File: config.mk
export PLATFORM = sky130hd
export DESIGN_NAME = cnt_stream_capture
export DESIGN_NICKNAME = d
export VERILOG_FILES = /design/src/rtl/cnt_stream_capture.sv
export SDC_FILE = /design/constraint.sdc
export NUM_CORES = 1
export LEC_CHECK = 0
export CAP_MARGIN = 15
export CORE_MARGIN = 2
export CORE_UTILIZATION = 51
export CTS_CLUSTER_SIZE = 28
export DETAILED_ROUTE_END_ITERATION = 10
export PLACE_DENSITY = 0.76
export SYNTH_ARGS = -nofsm -noshare
export SYNTH_HDL_FRONTEND = slang
export SYNTH_SLANG_ARGS = --single-unit
File: constraint.sdc
create_clock -name clk -period 1.9 [get_ports clk]
set_input_delay 0.19 -clock clk [delete_from_list [all_inputs] [get_ports clk]]
set_output_delay 0.19 -clock clk [all_outputs]
set_load 0.01 [all_outputs]
File: src/rtl/cnt_stream_capture.sv
// Captures {cc, cnt} samples from the counter/adder producer into a small
// first-word-fall-through FIFO, and tracks counter wraps and dropped samples.
module cnt_stream_capture #(
    parameter int DEPTH = 4,
    parameter int AW    = 2
) (
    input  logic       clk,
    input  logic       rst,
    input  logic       in_valid,
    input  logic [7:0] cnt,
    input  logic [1:0] cc,
    output logic       out_valid,
    input  logic       out_ready,
    output logic [9:0] out_data,
    output logic       full,
    output logic       empty,
    output logic       overflow,
    output logic [3:0] wrap_cnt
);

    localparam logic [AW:0]   OCC_FULL = (AW + 1)'(DEPTH);
    localparam logic [AW:0]   OCC_ONE  = (AW + 1)'(1);
    localparam logic [AW-1:0] PTR_ONE  = AW'(1);

    logic [9:0]    mem_q [DEPTH];
    logic [AW-1:0] wr_ptr_q;
    logic [AW-1:0] rd_ptr_q;
    logic [AW:0]   occ_q;
    logic [AW:0]   occ_d;
    logic [9:0]    head_q;
    logic [9:0]    head_d;
    logic          ovf_q;
    logic          prev_valid_q;
    logic [7:0]    prev_cnt_q;
    logic [3:0]    wrap_q;

    logic          push;
    logic          pop;
    logic          wrap_hit;
    logic [9:0]    wdata;

    assign empty     = (occ_q == '0);
    assign full      = (occ_q == OCC_FULL);
    assign out_valid = ~empty;
    assign pop       = out_valid & out_ready;
    assign push      = in_valid & (~full | pop);
    assign wdata     = {cc, cnt};
    assign wrap_hit  = push & prev_valid_q & (prev_cnt_q == 8'hFF) & (cnt == 8'h00);

    assign out_data  = head_q;
    assign overflow  = ovf_q;
    assign wrap_cnt  = wrap_q;

    always_comb begin
        occ_d = occ_q;
        if (push && !pop) begin
            occ_d = occ_q + OCC_ONE;
        end else if (pop && !push) begin
            occ_d = occ_q - OCC_ONE;
        end
    end

    // The head is kept in its own register so it holds its last value once
    // the FIFO drains, and a push into an empty FIFO appears one edge later.
    always_comb begin
        head_d = head_q;
        if (pop) begin
            if (occ_q > OCC_ONE) begin
                head_d = mem_q[rd_ptr_q + PTR_ONE];
            end else if (push) begin
                head_d = wdata;
            end
        end else if (push && empty) begin
            head_d = wdata;
        end
    end

    always_ff @(posedge clk) begin
        if (push) begin
            mem_q[wr_ptr_q] <= wdata;
        end
    end

    always_ff @(posedge clk or negedge rst) begin
        if (!rst) begin
            wr_ptr_q     <= '0;
            rd_ptr_q     <= '0;
            occ_q        <= '0;
            head_q       <= '0;
            ovf_q        <= 1'b0;
            prev_valid_q <= 1'b0;
            prev_cnt_q   <= '0;
            wrap_q       <= '0;
        end else begin
            occ_q  <= occ_d;
            head_q <= head_d;
            if (push) begin
                wr_ptr_q     <= wr_ptr_q + PTR_ONE;
                prev_valid_q <= 1'b1;
                prev_cnt_q   <= cnt;
            end
            if (pop) begin
                rd_ptr_q <= rd_ptr_q + PTR_ONE;
            end
            if (in_valid && !push) begin
                ovf_q <= 1'b1;
            end
            if (wrap_hit) begin
                wrap_q <= wrap_q + 4'd1;
            end
        end
    end

endmodule

After elaboration in Yosys (flattened, before gate mapping)
Memories as Yosys holds them, arrays and structs flattened.
Index checks and enable logic that the tools add are counted.

operators by class
  order comparisons = 1
  mux-type cells = 8
  bitwise operators = 8
  reduce and logical (&&, ||, !) cells = 11
  eq/ne operators = 3
  add/subtract/negate cells = 5

operators by type and width
  cell                                                 number
  2-to-1 mux 10 bit                                    4
  == test 8 bit (second input constant)                1
  zero test 8 bit                                      1
  2-to-1 mux 3 bit                                     2
  AND 1 bit                                            5
  adder 2 x 1 -> 2 bit (second input constant)         2
  adder 4 x 1 -> 4 bit (second input constant)         1
  logical AND 1 bit                                    4
  nonzero test 2 bit                                   2
  adder 3 x 1 -> 3 bit (second input constant)         1
  == test 3 bit (second input constant)                1
  > comparator 3 x 1 -> 1 bit (second input constant)  1
  zero test 3 bit                                      1
  != test 3 x 2 -> 1 bit (second input constant)       1
  subtractor 3 x 1 -> 3 bit (second input constant)    1
  zero test 1 bit                                      2
  2-to-1 mux 1 bit                                     2
  NOT 1 bit                                            2
  AND reduction 2 bit                                  1
  OR 1 bit                                             1

storage, ports and cells
  output and inout port bits = 18
  RAM bits = 40
  memories kept = 1
  word-level logic and storage cells = 45
  input bits = 14
  bits in registers = 31

memory list
  memory  words  width  read ports  clocked after memory_dff  wr ports  RTL line  source
  mem_q   4      10     1           0                         1         25        logic [9:0] mem_q [DEPTH];

Logic depth before layout (Yosys ltp)
Gate-level depths: netlist (run 1).

  depth in word-level cells = 9
  gate-level depth with buffers = 7
  gate-level depth less buffers = 7

Worst setup path before layout (run 1)
No wires, ideal clock.

  kind = reg-to-reg
  from = register occ_q[1]
  to = memory mem_q[0][0], enable pin
  buffers on the path = 1
  period minus slack after synthesis = 1.988 ns
  path slack = -0.088 ns
  arrival = 1.611 ns
  cell stages (with the launch flop) = 7
  required time = 1.524 ns
  library setup time = 0.376 ns
  cells stage by stage = dfrtp_1 -> inv_2 -> ha_1 -> nand2_2 -> o21ai_4 -> buf_4 -> nor2_1

on the way
  cells in the longest elaborated chain, start to end = 7
  elaborated cells on any way between the ends = 9
  those cells by class = eq/ne (1); mux (2); bitwise (5); reduce/logical (1)

RTL lines
  element                                   RTL line  source
  from (decl)                               28        logic [AW:0] occ_q;
  from (signal assigned)                    88        occ_q <= '0;
  from (signal assigned)                    95        occ_q <= occ_d;
  zero test 3 bit                           42        assign empty = (occ_q == '0);
  NOT 1 bit                                 44        assign out_valid = ~empty;
  AND 1 bit                                 45        assign pop = out_valid & out_ready;
  OR 1 bit *                                46        assign push = in_valid & (~full | pop);
  AND 1 bit *                               46
  2-to-1 mux 1 bit *                        79        if (push) begin
  2-to-1 mux 1 bit (not written as such) *  80        mem_q[wr_ptr_q] <= wdata;
  to (decl)                                 25

Mark *: on every way between the ends. The rest lies on a longest branch, timed or not.

Final worst setup path (run 1)
  from = register occ_q[0]
  to = memory mem_q[1][9], enable pin

The elaborated chain is that of the path after synthesis.

==> results of run 1 <==
synthesized netlist by cell type, drive strengths merged:
| cell type | number | area, sq um |
|---|---|---|
| nand3 | 2 | 10.0 |
| and3b | 1 | 8.76 |
| xor2 | 3 | 26.3 |
| a31oi | 1 | 6.26 |
| xnor2 | 5 | 43.8 |
| a21oi | 3 | 15.0 |
| a211oi | 1 | 7.51 |
| buf | 5 | 32.5 |
| or4 | 1 | 11.3 |
| and3 | 1 | 6.26 |
| dfrtp | 31 | 776 |
| nand2b | 3 | 26.3 |
| o21ai | 5 | 51.3 |
| a21o | 2 | 15.0 |
| nor2b | 1 | 6.26 |
| or3 | 1 | 6.26 |
| nor2 | 5 | 18.8 |
| clkbuf | 1 | 3.75 |
| mux2 | 30 | 375 |
| maj3 | 1 | 10.0 |
| nand3b | 4 | 30.0 |
| o31ai | 1 | 7.51 |
| nor4 | 3 | 18.8 |
| nor4b | 1 | 23.8 |
| inv | 10 | 40.0 |
| mux4 | 10 | 225 |
| edfxtp | 40 | 1200 |
| nand2 | 4 | 17.5 |
| o211ai | 1 | 7.51 |
| nand4 | 2 | 12.5 |
| ha | 9 | 113 |
power by group through the flow:
stage / Sequential, mW / Clock, mW / Combinational [mW]
floorplan: 2.29 / 0 / 1.33
global placement: 2.31 / 0 / 2.18
detailed placement: 2.33 / 0 / 2.22
CTS: 2.31 / 1.44 / 2.26
global route: 2.34 / 1.51 / 2.45
finish: 2.29 / 1.42 / 2.24
through the flow:
| stage | setup slack [ns] | power (mW) |
|---|---|---|
| detailed placement | -0.127 | 4.56 |
| global placement | -0.110 | 4.48 |
| finish | 0.0842 | 5.96 |
| global route | -0.00379 | 6.29 |
| CTS | 0.0290 | 6.01 |
| floorplan | 0.0260 | 3.62 |
flip-flops by register name, indices dropped and copies added (netlist names):
name          count
mem_q            40
out_data         10
prev_cnt_q        8
wrap_cnt          4
occ_q             3
rd_ptr_q          2
wr_ptr_q          2
overflow          1
prev_valid_q      1
routing by layer:
layer / GRT usage / routed length, microns
met5: 0 / 0
met4: 0.0541 / 85
met3: 0.0620 / 188
met2: 0.313 / 2920
met1: 0.269 / 2850
cell families (layout without fill, tap and decap cells):
| group | count (synthesis) | count (layout) | share of synthesized area |
|---|---|---|---|
| flops | 71 | 71 | 0.627 |
| mux | 40 | 40 | 0.190 |
| simple gates | 29 | 29 | 0.0623 |
| buf+inv | 16 | 95 | 0.0242 |
| compound gates | 14 | 14 | 0.0349 |
| fa+ha+maj | 10 | 10 | 0.0389 |
| xor+xnor | 8 | 8 | 0.0222 |
critical path, stage by stage, from the launching register on:
cell                      delay [ns]
sky130_fd_sc_hd__dfrtp_1        0.39
sky130_fd_sc_hd__inv_2          0.08
sky130_fd_sc_hd__ha_4           0.17
sky130_fd_sc_hd__buf_4          0.14
sky130_fd_sc_hd__nand2_2        0.08
sky130_fd_sc_hd__o21ai_4        0.25
sky130_fd_sc_hd__buf_4          0.22
sky130_fd_sc_hd__nor2_1         0.07
sky130_fd_sc_hd__buf_4          0.17
layout by cell type, fill, tap and decap left out, types with 3 or more instances in the layout:
master	synthesis	final
sky130_fd_sc_hd__a21oi_1	3	3
sky130_fd_sc_hd__buf_4	1	36
sky130_fd_sc_hd__bufinv_16	0	3
sky130_fd_sc_hd__clkbuf_8	0	9
sky130_fd_sc_hd__clkdlybuf4s50_1	0	28
sky130_fd_sc_hd__dfrtp_1	31	31
sky130_fd_sc_hd__edfxtp_1	40	40
sky130_fd_sc_hd__ha_1	9	8
sky130_fd_sc_hd__inv_1	8	7
sky130_fd_sc_hd__mux2_1	5	5
sky130_fd_sc_hd__mux2_2	15	15
sky130_fd_sc_hd__mux2_4	10	10
sky130_fd_sc_hd__mux4_2	10	10
sky130_fd_sc_hd__nand2_1	3	3
sky130_fd_sc_hd__nand3b_1	4	4
sky130_fd_sc_hd__nor2_1	5	5
sky130_fd_sc_hd__nor4_1	3	3
sky130_fd_sc_hd__o21ai_4	2	3
sky130_fd_sc_hd__xnor2_1	5	5
sky130_fd_sc_hd__xor2_1	3	3
how the worst max path moves through the flow:
| stage | start | to | slack (ns) | cells after the start |
|---|---|---|---|---|
| 2_1_floorplan | occ_q[1] | out_data[0] | 0.03 | 7 |
| 3_3_place_gp | cnt[4] | wrap_cnt[1] | -0.11 | 6 |
| 3_5_place_dp | cnt[4] | wrap_cnt[1] | -0.13 | 6 |
| 4_1_cts | occ_q[0] | out_valid | 0.03 | 5 |
| 5_1_grt | occ_q[1] | mem_q[3][5] | -0.004 | 8 |
| 6_report | occ_q[0] | mem_q[1][9] | 0.08 | 8 |
final cells by class:
class,count,area share
clock buffer,9,0.0303
clock inverter,7,0.0272
inverter,10,0.00979
multi-input combinational,101,0.275
sequential,71,0.483
tap,75,0.0229
timing repair buffer,69,0.152
what timing repair did:
action,4_1_cts,5_1_grt
gates resized for setup,4,2
buffers inserted,1,1
gates cloned,0,0
pin swaps,1,1
setup endpoints to repair,13,10
==> results.py, run 1 <==
metrics = {
    "placed_design": {
        "placed_cells": 324,
        "place_area_sq_mm": 0.00382,
        "buffer_ports.inserted": 31,
        "post-dp-hpwl_microns": 4110,
        "finalWeightedCongestion": 0.776,
    },
    "detailed_routing": {
        "routedWlPerCell_microns": 17.7,
        "wl_microns": 6050,
        "route.vias.total": 1791,
        "route.detailed.vias_per_inst": 5.24,
        "ant_nets": 0,
        "dr_drc_count": 0,
        "tritonroute_pass_1_iters": 4,
        "first_iter_violations": 115,
    },
    "timing": {
        "maxClockFrequency_ghz": 0.551,
        "report.final.hold_viol_count": 0,
        "skew_ns": 0.00884,
        "finalSetupViolations": 0,
        "timing.max_slew.rel_slack": 0.666,
        "totalNegativeSetupSlack_ns": 0,
        "final.hold.worst_slack_ns": 0.265,
        "report.final.slew_viol_count": 0,
        "layout_worst_path_cycle_share": 0.956,
        "timing_worst_slew_pin_value_ns": 0.501,
        "post-route-min-period_ns": 1.82,
    },
    "global_route": {
        "grt.total_usage": 0.199,
        "grt_start_max_net_pins": 32,
        "antenna_violations_before_repair": 0,
        "globalRouteOverflowTotal": 0,
        "grt_pass1_wl_microns": 9510,
        "first_global_vias": 1889,
    },
    "cells_and_area": {
        "fin_nets": 285,
        "antennaDiodeCount": 0,
        "syn_to_final_growth_pct": 29.8,
        "nFillCells": 416,
        "final_design_instance_area_without_fill_sq_mm": 0.00409,
        "multi_input_area_sq_mm": 0.00112,
        "area.sequential_sq_mm": 0.00198,
        "post_route_cells_drive_above_1_share": 0.371,
        "layout.core_utilization": 0.687,
        "final-instance-count-excl-fill": 342,
    },
    "pwr": {
        "power_per_cell_area_mw_per_mm2": 1460,
        "static-leakage-power_nw": 1.67,
        "internal_power_mw": 4.25,
        "clock_power_share": 0.238,
        "vdd_drop_max_uv": 711,
        "sw_frac_of_total": 0.286,
        "p_sw_mw": 1.70,
        "power_frac_seq": 0.385,
        "combinationalPowerShare": 0.377,
    },
    "cts": {
        "clk_path_buf_depth": 2,
        "holdBufCountCts": 0,
        "cts_tree": "done",
        "clock_latency_ns": 0.34,
        "clk_transition_reported_paths_ns": 0.08,
        "clock-sinks": 71,
        "cts_buffers": 9,
        "ctsRootBufferMaster": "sky130_fd_sc_hd__clkbuf_8",
        "clock_tree.htree_level_count": 3,
    },
    "floorplanning": {
        "boundaryPins": 32,
        "die_w_microns": 82.6,
        "starting_density_of_the_core": 0.529,
        "design.core.area_sq_mm": 0.00596,
        "floorplan.die_area_sq_mm": 0.00683,
        "chipHeight_microns": 82.6,
        "std_cell_rows": 28,
    },
    "critical_path": {
        "critical_path_class": "reg2reg",
        "crit-reg2reg-launch": "occ_q[0]",
        "timing.rr.end": "mem_q[1][9]",
        "critPathArrivalTime_ns": 1.92,
        "crit_path_end_kind": "flop",
        "crit_fanout": 9,
        "worst-endpoint-required_ns": 2.00,
        "timing.reg2reg.setup_slack_ns": 0.08,
        "critical_path.startpoint_type": "flop",
        "worstRegToRegCells": 8,
    },
    "status": {
        "status": "completed",
    },
    "yosys": {
        "yosys.cell_types.count": 42,
        "postSynthCellCount": 188,
        "avgSynthCellArea_sq_um": 16.8,
        "synth_warnings": 0,
        "synth_sequential_area_ratio": 0.627,
        "post_synthesis_sequential_element_count": 71,
        "mappedNetlistArea_sq_mm": 0.00315,
        "mappedNetlistNets": 211,
    },
    "flow_run": {
        "maxCapViolations": 0,
    },
    "hold_path": {
        "min_path_type": "in2async",
    },
}
(Power assumes the default switching activity.)
==> run 2: changes to the inputs <==
GPL_ROUTABILITY_DRIVEN = 1   (was default)
==> results of run 2 <==
No change in the layout: final DEF, timing and power equal those of run 1.
